## config.mk

```make
export PLATFORM = sky130hd
export DESIGN_NAME = unishift_burst
export DESIGN_NICKNAME = d
export VERILOG_FILES = /design/src/rtl/unishift_burst.sv
export SDC_FILE = /design/constraint.sdc
export NUM_CORES = 1
export LEC_CHECK = 0
export CORE_MARGIN = 4
export CORE_UTILIZATION = 40
export CTS_CLUSTER_DIAMETER = 100
export DETAILED_ROUTE_END_ITERATION = 8
export GPL_TIMING_DRIVEN = 0
export PLACE_DENSITY = 0.67
export SLEW_MARGIN = 40
export SYNTH_ARGS = -nofsm -noshare
export SYNTH_HDL_FRONTEND = slang
export SYNTH_SLANG_ARGS = --single-unit
```

## constraint.sdc

```tcl
create_clock -name clk -period 2.3 [get_ports clk]
set_input_delay 0.23 -clock clk [delete_from_list [all_inputs] [get_ports clk]]
set_output_delay 0.23 -clock clk [all_outputs]
set_load 0.02 [all_outputs]
```

## src/rtl/unishift_burst.sv

```systemverilog
// Universal WIDTH-bit shift register with a counted burst-shift engine (busy/done handshake).
// Optional parity output enabled by defining UNISHIFT_PARITY_EN.
module unishift_burst #(
    parameter int unsigned WIDTH = 8,
    parameter int unsigned CNT_W = 4
) (
    input  logic             clk,
    input  logic             rst_n,
    input  logic             en,
    input  logic [2:0]       mode,
    input  logic             start,
    input  logic [CNT_W-1:0] count,
    input  logic [WIDTH-1:0] par_in,
    input  logic             sin_r,
    input  logic             sin_l,
    output logic [WIDTH-1:0] q,
`ifdef UNISHIFT_PARITY_EN
    output logic             parity,
`endif
    output logic             sout_r,
    output logic             sout_l,
    output logic             busy,
    output logic             done
);

    localparam logic [2:0] M_HOLD = 3'b000;
    localparam logic [2:0] M_SHR  = 3'b001;
    localparam logic [2:0] M_SHL  = 3'b010;
    localparam logic [2:0] M_LOAD = 3'b011;
    localparam logic [2:0] M_ROR  = 3'b100;
    localparam logic [2:0] M_ROL  = 3'b101;
    localparam logic [2:0] M_ASR  = 3'b110;
    localparam logic [2:0] M_CLR  = 3'b111;

    typedef enum logic [1:0] {
        S_IDLE  = 2'd0,
        S_BURST = 2'd1,
        S_DONE  = 2'd2
    } state_t;

    state_t             state_q, state_d;
    logic [WIDTH-1:0]   q_q, q_d;
    logic               sout_r_q, sout_r_d;
    logic               sout_l_q, sout_l_d;
    logic               busy_q, busy_d;
    logic               done_q, done_d;
    logic [CNT_W-1:0]   cnt_q, cnt_d;
    logic [2:0]         mode_r_q, mode_r_d;
    logic               shift_class_c;
    logic               burst_start_c;
    logic               do_op_c;
    logic [2:0]         op_mode_c;

    assign shift_class_c = (mode == M_SHR) || (mode == M_SHL) || (mode == M_ROR) ||
                           (mode == M_ROL) || (mode == M_ASR);
    assign burst_start_c = (state_q == S_IDLE) && en && start && shift_class_c &&
                           (count != CNT_W'(0));

    // State register
    always_ff @(posedge clk) begin
        if (!rst_n) begin
            state_q <= S_IDLE;
        end else begin
            state_q <= state_d;
        end
    end

    // Next-state logic
    always_comb begin
        state_d = state_q;
        case (state_q)
            S_IDLE:  if (burst_start_c) state_d = S_BURST;
            S_BURST: if (en && (cnt_q == CNT_W'(1))) state_d = S_DONE;
            S_DONE:  state_d = S_IDLE;
            default: state_d = S_IDLE;
        endcase
    end

    // Datapath and handshake next values
    always_comb begin
        q_d       = q_q;
        sout_r_d  = sout_r_q;
        sout_l_d  = sout_l_q;
        cnt_d     = cnt_q;
        mode_r_d  = mode_r_q;
        do_op_c   = 1'b0;
        op_mode_c = mode;

        case (state_q)
            S_IDLE: begin
                if (burst_start_c) begin
                    cnt_d    = count;
                    mode_r_d = mode;
                end else if (en) begin
                    do_op_c = 1'b1;
                end
            end
            S_BURST: begin
                op_mode_c = mode_r_q;
                if (en) begin
                    do_op_c = 1'b1;
                    cnt_d   = cnt_q - CNT_W'(1);
                end
            end
            default: ;
        endcase

        if (do_op_c) begin
            case (op_mode_c)
                M_SHR: begin
                    q_d      = {sin_r, q_q[WIDTH-1:1]};
                    sout_r_d = q_q[0];
                end
                M_SHL: begin
                    q_d      = {q_q[WIDTH-2:0], sin_l};
                    sout_l_d = q_q[WIDTH-1];
                end
                M_LOAD: q_d = par_in;
                M_ROR: begin
                    q_d      = {q_q[0], q_q[WIDTH-1:1]};
                    sout_r_d = q_q[0];
                end
                M_ROL: begin
                    q_d      = {q_q[WIDTH-2:0], q_q[WIDTH-1]};
                    sout_l_d = q_q[WIDTH-1];
                end
                M_ASR: begin
                    q_d      = {q_q[WIDTH-1], q_q[WIDTH-1:1]};
                    sout_r_d = q_q[0];
                end
                M_CLR:  q_d = '0;
                M_HOLD: ;
                default: ;
            endcase
        end

        busy_d = (state_d != S_IDLE);
        done_d = (state_q == S_BURST) && (state_d == S_DONE);
    end

    always_ff @(posedge clk) begin
        if (!rst_n) begin
            q_q      <= '0;
            sout_r_q <= 1'b0;
            sout_l_q <= 1'b0;
            busy_q   <= 1'b0;
            done_q   <= 1'b0;
            cnt_q    <= '0;
            mode_r_q <= M_HOLD;
        end else begin
            q_q      <= q_d;
            sout_r_q <= sout_r_d;
            sout_l_q <= sout_l_d;
            busy_q   <= busy_d;
            done_q   <= done_d;
            cnt_q    <= cnt_d;
            mode_r_q <= mode_r_d;
        end
    end

`ifdef UNISHIFT_PARITY_EN
    logic parity_q;

    // Parity tracks q on the same edge
    always_ff @(posedge clk) begin
        if (!rst_n) begin
            parity_q <= 1'b0;
        end else begin
            parity_q <= ^q_d;
        end
    end

    assign parity = parity_q;
`endif

    assign q      = q_q;
    assign sout_r = sout_r_q;
    assign sout_l = sout_l_q;
    assign busy   = busy_q;
    assign done   = done_q;

endmodule

```

## Word level (Yosys, flattened, before mapping)

Index checks and enable logic that the tools add are counted.

| word-level totals | value |
|---|---|
| bits in registers | 21 |

| cells by class | value |
|---|---|
| eq/ne operators | 17 |
| mux-type cells | 11 |
| add/sub/neg operators | 1 |
| bitwise gates (word level) | 1 |
| reductions and logical operators | 24 |

Operators with widths:

| cell | count |
|---|---|
| one-hot mux 8 bit (7 select lines) | 1 |
| == test 3 bit, second input constant | 7 |
| == test 3 x 2 -> 1 bit, second input constant | 3 |
| two-way mux 4 bit | 2 |
| one-hot mux 4 bit (2 select lines) | 1 |
| AND reduction 2 bit | 4 |
| nonzero test 7 bit | 1 |
| == test 3 x 1 -> 1 bit, second input constant | 2 |
| logical AND 1 bit | 6 |
| AND reduction 3 bit | 2 |
| nonzero test 6 bit | 1 |
| == test 4 x 1 -> 1 bit, second input constant | 1 |
| logical OR 1 bit | 4 |
| two-way mux 2 bit | 2 |
| != test 2 bit, second input constant | 2 |
| one-hot mux 2 bit (2 select lines) | 1 |
| nonzero test 2 bit | 2 |
| nonzero test 4 bit | 1 |
| subtractor 4 x 1 -> 4 bit, second input constant | 1 |
| two-way mux 3 bit | 1 |
| OR reduction 3 bit | 1 |
| == test 2 x 1 -> 1 bit, second input constant | 1 |
| == test 2 bit, second input constant | 1 |
| logical NOT 2 bit | 1 |
| other kinds (4) | 5 |

## Longest topological paths before layout

Gate-level depths: netlist of run 1.

| depth | value |
|---|---|
| depth after elaboration | 11 |
| depth in mapped cells | 7 |
| depth with buffers taken out | 7 |

## Worst setup path before layout of run 1

Ideal clock, no wire load.

| timing path | value |
|---|---|
| path type | reg2reg |
| from | register state_q[1] |
| to | register cnt_q[0] |
| period minus slack after synthesis | 1.764 ns |
| slack | 0.536 ns |
| data arrival time | 1.690 ns |
| buffers on the path | 0 |
| cell stages (with the launch flop) | 6 |
| library setup time | 0.074 ns |
| path through | dfxtp_1 > nand4bb_4 > nor4_4 > a21oi_2 > or3_1 > a31oi_1 |

| between the ends | value |
|---|---|
| word-level cells in the longest chain between the ends | 7 |
| elaborated cells on any way between the ends | 11 |
| those cells by class | 3 x eq/ne; 1 x mux; 7 x reduce/logical |

RTL lines:

| element | RTL line | text |
|---|---|---|
| start: declaration | 41 | `state_t state_q, state_d;` |
| start signal: assignment | 64 | `state_q <= state_d;` |
| logical NOT 2 bit | 56, 89 |  |
| logical AND 1 bit (4 in series) | 56 | `assign burst_start_c = (state_q == S_IDLE) && en && start && shift_class_c &&` |
| != test 2 bit (no line) | -- |  |
| AND reduction 3 bit (no line) | -- |  |
| end signal: assignment | 156 | `cnt_q <= cnt_d;` |
| end: declaration | 47 | `logic [CNT_W-1:0] cnt_q, cnt_d;` |

Several ways; a longest one is shown, not always the timed one.
A chain may end at the register's enable or synchronous reset.

## Final worst setup path of run 1

| timing path | value |
|---|---|
| from | input en |
| to | register cnt_q[0] |

| between the ends | value |
|---|---|
| word-level cells in the longest chain between the ends | 6 |
| elaborated cells on any way between the ends | 7 |
| those cells by class | 2 x eq/ne; 5 x reduce/logical |

RTL lines:

| element | RTL line | text |
|---|---|---|
| start: declaration | 9 | `input logic en,` |
| logical AND 1 bit (4 in series) | 56 |  |
| != test 2 bit (no line) | -- |  |
| AND reduction 3 bit (no line) * | -- |  |

Every way passes the cells marked *; elsewhere a longest branch is shown, timed or not.

==> impl_metrics.toml, run 1 <==
[yosys]
syn_area_per_cell_um2 = 8.25
synth.yosys.warnings = 0
synthArstFlopShare = 0
yosysSeqAreaShare = 0.327
synth-main-ff-cell = "dfxtp_1"
synth-edff-count = 0
synth-seq-cells = 21
syn-num-nets = 179
netlist-cell-type-count = 42
synth_area_um2 = 1290
syn_inst = 156

[detailed_routing]
vias_per_cell = 5.50
postRouteAntennaNets = 0
firstDrtPassIters = 4
routed_wl_um = 3350
drc_errors = 0
wl_per_cell_um = 14.4
vias = 1281
drt_iter0_markers = 87

[cts]
cts_setup_buffers = 0
cts_tree = "built"
clk_path_buf_depth = 2
clk_latency_ps = 310
htreeDepth = 1
cts_resized = 0
cts_hold_buf = 0
cts_inserted_buffers = 3
cts.clk_slew.worst_paths_ps = 120
cts-root-buf = "clkbuf_4"
cts_sinks = 21

[cells_and_area]
antennaDiodeCount = 0
fin_cells = 233
syn2layout_area_growth_pct = 29.0
final_common_cell = "clkdlybuf4s50_1"
nFillCells = 296
regArea_um2 = 420
multi_input_area_um2 = 796
mostFrequentLayoutCells = "clkdlybuf4s50_1 (29), dfxtp_1 (21), nor2_1 (15), a21oi_1 (12)"
utilization = 0.543
final_net_count = 213
drive_gt1_frac = 0.0688

[worst_setup_path]
cp_slowest_stage_delay_ps = 680
start_kind = "primary input"
r2r_slack_ps = 240
startpoint = "en"
cp_max_fo = 10
endpoint = "cnt_q[0]$_SDFFE_PN0P_"
reg2regPathDepth = 5
regToRegStartpoint = "state_q[1]$_SDFF_PN0_"
r2r-end = "cnt_q[0]$_SDFFE_PN0P_"
arrival_ps = 2340
cp.required_ps = 2540
critPathCaptureType = "register"
worstPathCellList = "clkdlybuf4s50_1, nand4bb_4, nor4_4, a21oi_2, or3_1, a31oi_1"
worstSetupPathType = "in -> reg"
crit_slowest_cell = "nor4_4"

[floorplanning]
row_count = 20
core_um2 = 3050
die_height_um = 64.7
initial_core_util = 0.421
die-area_um2 = 4190
die_x_um = 64.7
io_pins = 33

[global_routing]
grt-ovfl-total = 0
grt_pass1_wl_um = 5780
grt_max_degree = 13
antenna_found_initial = 0
grt_usage = 0.170
grt_pass1_vias = 1228

[sta]
slew_headroom = 0.525
min_period_ps = 2090
tightestPinTransition_ps = 708
rsz0062_at_grt = "no"
finalMaxSlewViolations = 0
final.setup.tns_ps = 0
hold_viol = 0
finalCritPeriodShare = 0.910
clock_skew_ps = 7.04
fmax_mhz = 478
setup_viol = 0

[placement]
io_buffers = 29
place_hpwl_um = 2610
routabilityCongestion = 0.788
placed_cells = 229

[pwr]
power_density_nw_per_um2 = 512
ir_drop_uv = 413
fin_total_pwr_mw = 0.850
p_leak_nw = 0.594

[run_status]
status = "finished, final reports clean"

[job]
maxCapViolCount = 0

[worst_hold_path]
hold_depth = 3
hp-class = "in -> reg"
[power breakdown]
part	leakage, nW	internal, mW	switching (mW)	total (mW)
registers	0.172	0.388	0.0248	0.413
clock network	0.0177	0.0650	0.114	0.179
logic	0.404	0.122	0.136	0.258
total	0.594	0.575	0.275	0.850
[per-stage QoR]
stage	cell area, um^2	setup slack (ps)	hold slack (ps)
2_1_floorplan	1290	536	359
3_3_place_gp	1630	-69.6	467
6_report	1660	206	304
4_1_cts	1660	215	277
3_5_place_dp	1630	-116	478
5_1_grt	1660	54.8	308
[metal layers]
layer  GRT usage  share of wire  up-vias
met1       0.243           0.48      598
met2       0.259           0.46       31
li1            -              -      646
met5           0              0        -
met4      0.0290         0.0087        0
met3      0.0433          0.056        6
[registers in the layout (all words and copies together), names as in the netlist]
register and cells:
busy 1, state_q 2, mode_r_q 3, sout_r 1, sout_l 1, q 8, done 1, cnt_q 4
[area by class of cell]
| type | count | area share |
|---|---|---|
| multi-input combinational | 118 | 0.480 |
| clock buffer | 3 | 0.0136 |
| clock inverter | 1 | 0.00302 |
| inverter | 5 | 0.0113 |
| tap | 44 | 0.0332 |
| sequential | 21 | 0.253 |
| buffer | 12 | 0.0309 |
| timing repair buffer | 29 | 0.175 |
[critical path, delay by kind of cell]
| kind | cells | cell delay (ps) |
|---|---|---|
| AOI/OAI and AO/OA | 2 | 360 |
| and+or+nand+nor | 3 | 1160 |
| buffers and inverters | 1 | 580 |
[logic make-up (layout without fill, tap and decap cells)]
family	Yosys count	count (layout)	synth area share
and+or+nand+nor	57	57	0.272
muxes	8	8	0.0623
DFF	21	21	0.327
AOI/OAI and AO/OA	51	51	0.265
buffers and inverters	17	50	0.0545
adders and majority gates	2	2	0.0195
[cell usage after synthesis, drive strengths merged (3+ instances only)]
cell type | count | area [um^2]
nand2b | 5 | 31.3
or2 | 3 | 18.8
nand3 | 4 | 20.0
a222oi | 6 | 60.1
o21ai | 14 | 70.1
nand2 | 8 | 30.0
nor3 | 3 | 15.0
clkbuf | 7 | 26.3
mux2i | 8 | 80.1
buf | 5 | 25.0
a31oi | 4 | 25.0
nor3b | 4 | 30.0
dfxtp | 21 | 420
a21oi | 13 | 68.8
inv | 5 | 18.8
nor2 | 15 | 56.3
[how the worst min path moves through the flow]
| stage | start | endpoint | slack (ps) |
|---|---|---|---|
| after floorplan | rst_n | cnt_q[0]$_SDFFE_PN0P_ | 360 |
| after global placement | sout_r$_SDFFE_PN0P_ | sout_r$_SDFFE_PN0P_ | 470 |
| after detailed placement | sout_r$_SDFFE_PN0P_ | sout_r$_SDFFE_PN0P_ | 480 |
| after CTS | mode[1] | mode_r_q[1]$_SDFFE_PN0P_ | 280 |
| after global routing | mode[1] | mode_r_q[1]$_SDFFE_PN0P_ | 310 |
| final | mode[1] | mode_r_q[1]$_SDFFE_PN0P_ | 300 |
Power figures use the tool's default switching activity.
==> inputs of run 2 (changes only) <==
--- a/config.mk
+++ b/config.mk
@@ -11,7 +11,6 @@
 export DETAILED_ROUTE_END_ITERATION = 8
 export GPL_TIMING_DRIVEN = 0
 export PLACE_DENSITY = 0.67
-export SLEW_MARGIN = 40
 export SYNTH_ARGS = -nofsm -noshare
 export SYNTH_HDL_FRONTEND = slang
 export SYNTH_SLANG_ARGS = --single-unit
==> results of run 2 <==
No change in the layout: final DEF, timing and power equal those of run 1.
==> inputs of run 3 (changes only) <==
--- a/config.mk
+++ b/config.mk
@@ -5,12 +5,14 @@
 export SDC_FILE = /design/constraint.sdc
 export NUM_CORES = 1
 export LEC_CHECK = 0
+export CAP_MARGIN = 5
 export CORE_MARGIN = 4
 export CORE_UTILIZATION = 40
 export CTS_CLUSTER_DIAMETER = 100
 export DETAILED_ROUTE_END_ITERATION = 8
 export GPL_TIMING_DRIVEN = 0
 export PLACE_DENSITY = 0.67
+export SETUP_SLACK_MARGIN = 0.2
 export SYNTH_ARGS = -nofsm -noshare
 export SYNTH_HDL_FRONTEND = slang
 export SYNTH_SLANG_ARGS = --single-unit
==> run 3 against run 2 <==
Against the previous run: non-clock buffer count rose by 5; combinational power rose by 4%; fmax rose by 7.0%; via count rose by 2.8%; routed wire length rose by 2.6%; first-iteration DRC count fell by 3.4%; sequential share of layout area fell by 0.65 points; largest cell class unchanged.
==> impl_metrics.toml, run 3 (synthesis results as in run 1) <==
[run_status]
status = "finished, final reports clean"

[global_routing]
grt_pass1_vias = 1228
grt_usage = 0.170
grt_pass1_wl_um = 5780
antenna_found_initial = 0
grt_max_degree = 13
grt-ovfl-total = 0

[worst_setup_path]
r2r-end = "q[3]$_SDFFE_PN0P_"
regToRegStartpoint = "mode_r_q[0]$_SDFFE_PN0P_"
reg2regPathDepth = 7
endpoint = "q[3]$_SDFFE_PN0P_"
startpoint = "mode_r_q[0]$_SDFFE_PN0P_"
worstSetupPathType = "reg -> reg"
start_kind = "register"
cp_max_fo = 9
arrival_ps = 2160
critPathCaptureType = "register"
cp.required_ps = 2510
r2r_slack_ps = 340

[pwr]
power_density_nw_per_um2 = 505
p_leak_nw = 0.620
ir_drop_uv = 365

[cells_and_area]
syn2layout_area_growth_pct = 32.4
design_area_um2 = 1700
final_common_cell = "clkdlybuf4s50_1"
antennaDiodeCount = 0
final_net_count = 218
largest_reg_flops = 8
drive_gt1_frac = 0.0979
utilization = 0.558
mostFrequentLayoutCells = "clkdlybuf4s50_1 (29), dfxtp_1 (21), nor2_1 (15), a21oi_1 (12)"

[floorplanning]
die_height_um = 64.7
core_um2 = 3050
row_count = 20
initial_core_util = 0.421
die-area_um2 = 4190
io_pins = 33
die_x_um = 64.7

[placement]
routabilityCongestion = 0.788
place_hpwl_um = 2610
io_buffers = 29
place_area_um2 = 1630

[cts]
htreeDepth = 1
clk_latency_ps = 310
cts.clk_slew.worst_paths_ps = 120
cts_sinks = 21
cts-root-buf = "clkbuf_4"
cts_inserted_buffers = 3
clk_path_buf_depth = 2
cts_tree = "built"

[sta]
hold_viol = 0
clock_skew_ps = 5.96
min_period_ps = 1960
tightestPinTransition_ps = 469
finalCritPeriodShare = 0.851
setup_viol = 0
finalMaxSlewViolations = 0
final.setup.tns_ps = 0
slew_headroom = 0.678
rsz0062_at_grt = "no"
fmax_mhz = 511

[detailed_routing]
firstDrtPassIters = 4
vias = 1317
vias_per_cell = 5.53
wl_per_cell_um = 14.5
drc_errors = 0
postRouteAntennaNets = 0
routed_wl_um = 3440
drt_iter0_markers = 84

[job]
maxCapViolCount = 0

[worst_hold_path]
hp-class = "in -> reg"
[run 3: changes by cell type in the layout (fill, tap and decap cells not counted)]
cell,previous run,this run
nor4_1,1,0
nor4_2,0,1
buf_4,0,5
[run 3: worst min path at each step]
stage / start / endpoint / slack (ps) / depth (start not counted)
4_1_cts: mode[1] / mode_r_q[1]$_SDFFE_PN0P_ / 280 / 3
2_1_floorplan: rst_n / cnt_q[0]$_SDFFE_PN0P_ / 360 / 2
5_1_grt: mode[1] / mode_r_q[1]$_SDFFE_PN0P_ / 300 / 3
3_5_place_dp: sout_r$_SDFFE_PN0P_ / sout_r$_SDFFE_PN0P_ / 480 / 2
3_3_place_gp: sout_r$_SDFFE_PN0P_ / sout_r$_SDFFE_PN0P_ / 470 / 2
6_report: mode[1] / mode_r_q[1]$_SDFFE_PN0P_ / 300 / 3
[run 3: timing repair]
item	4_1_cts	5_1_grt
setup buffers	0	5
hold buffers	0	0
setup endpoints to repair	0	8
gates resized for setup	0	1
[run 3: worst max-delay path, cell delays in order (launching register included)]
cell,delay [ps]
dfxtp_1,320
clkbuf_1,290
and4bb_1,230
a31o_1,190
or2_0,200
buf_2,170
a222oi_1,350
a21oi_1,110
[run 3: stage by stage]
step	power (mW)	setup slack, ps	hold WS (ps)	std cells
2_1_floorplan	0.575	536	359	156
3_3_place_gp	0.672	-69.6	467	229
5_1_grt	0.919	223	303	238
4_1_cts	0.860	215	277	233
3_5_place_dp	0.677	-116	478	229
6_report	0.860	342	296	238
[run 3: metal layers]
metal | vias to the layer above | GRT usage | wire (um)
met5 | - | 0 | 0
met4 | 0 | 0.0290 | 36
met3 | 6 | 0.0433 | 214
met2 | 38 | 0.259 | 1580
met1 | 621 | 0.243 | 1610
li1 | 652 | - | -
[run 3: power by group]
part           total, mW  switching, mW  internal, mW
combinational      0.268          0.139         0.129
clock              0.179          0.114        0.0651
sequential         0.413         0.0249         0.388
total              0.860          0.278         0.582
[run 3: cell type report]
type                    instances  area [um^2]
clock buffers                   3         22.5
plain buffers                  12         51.3
inverters                       5         18.8
multi-input cells             118          802
well taps                      44         55.1
flip-flops and latches         21          420
repair buffers                 34          328
fillers                       294         1350
clock inverters                 1         5.00
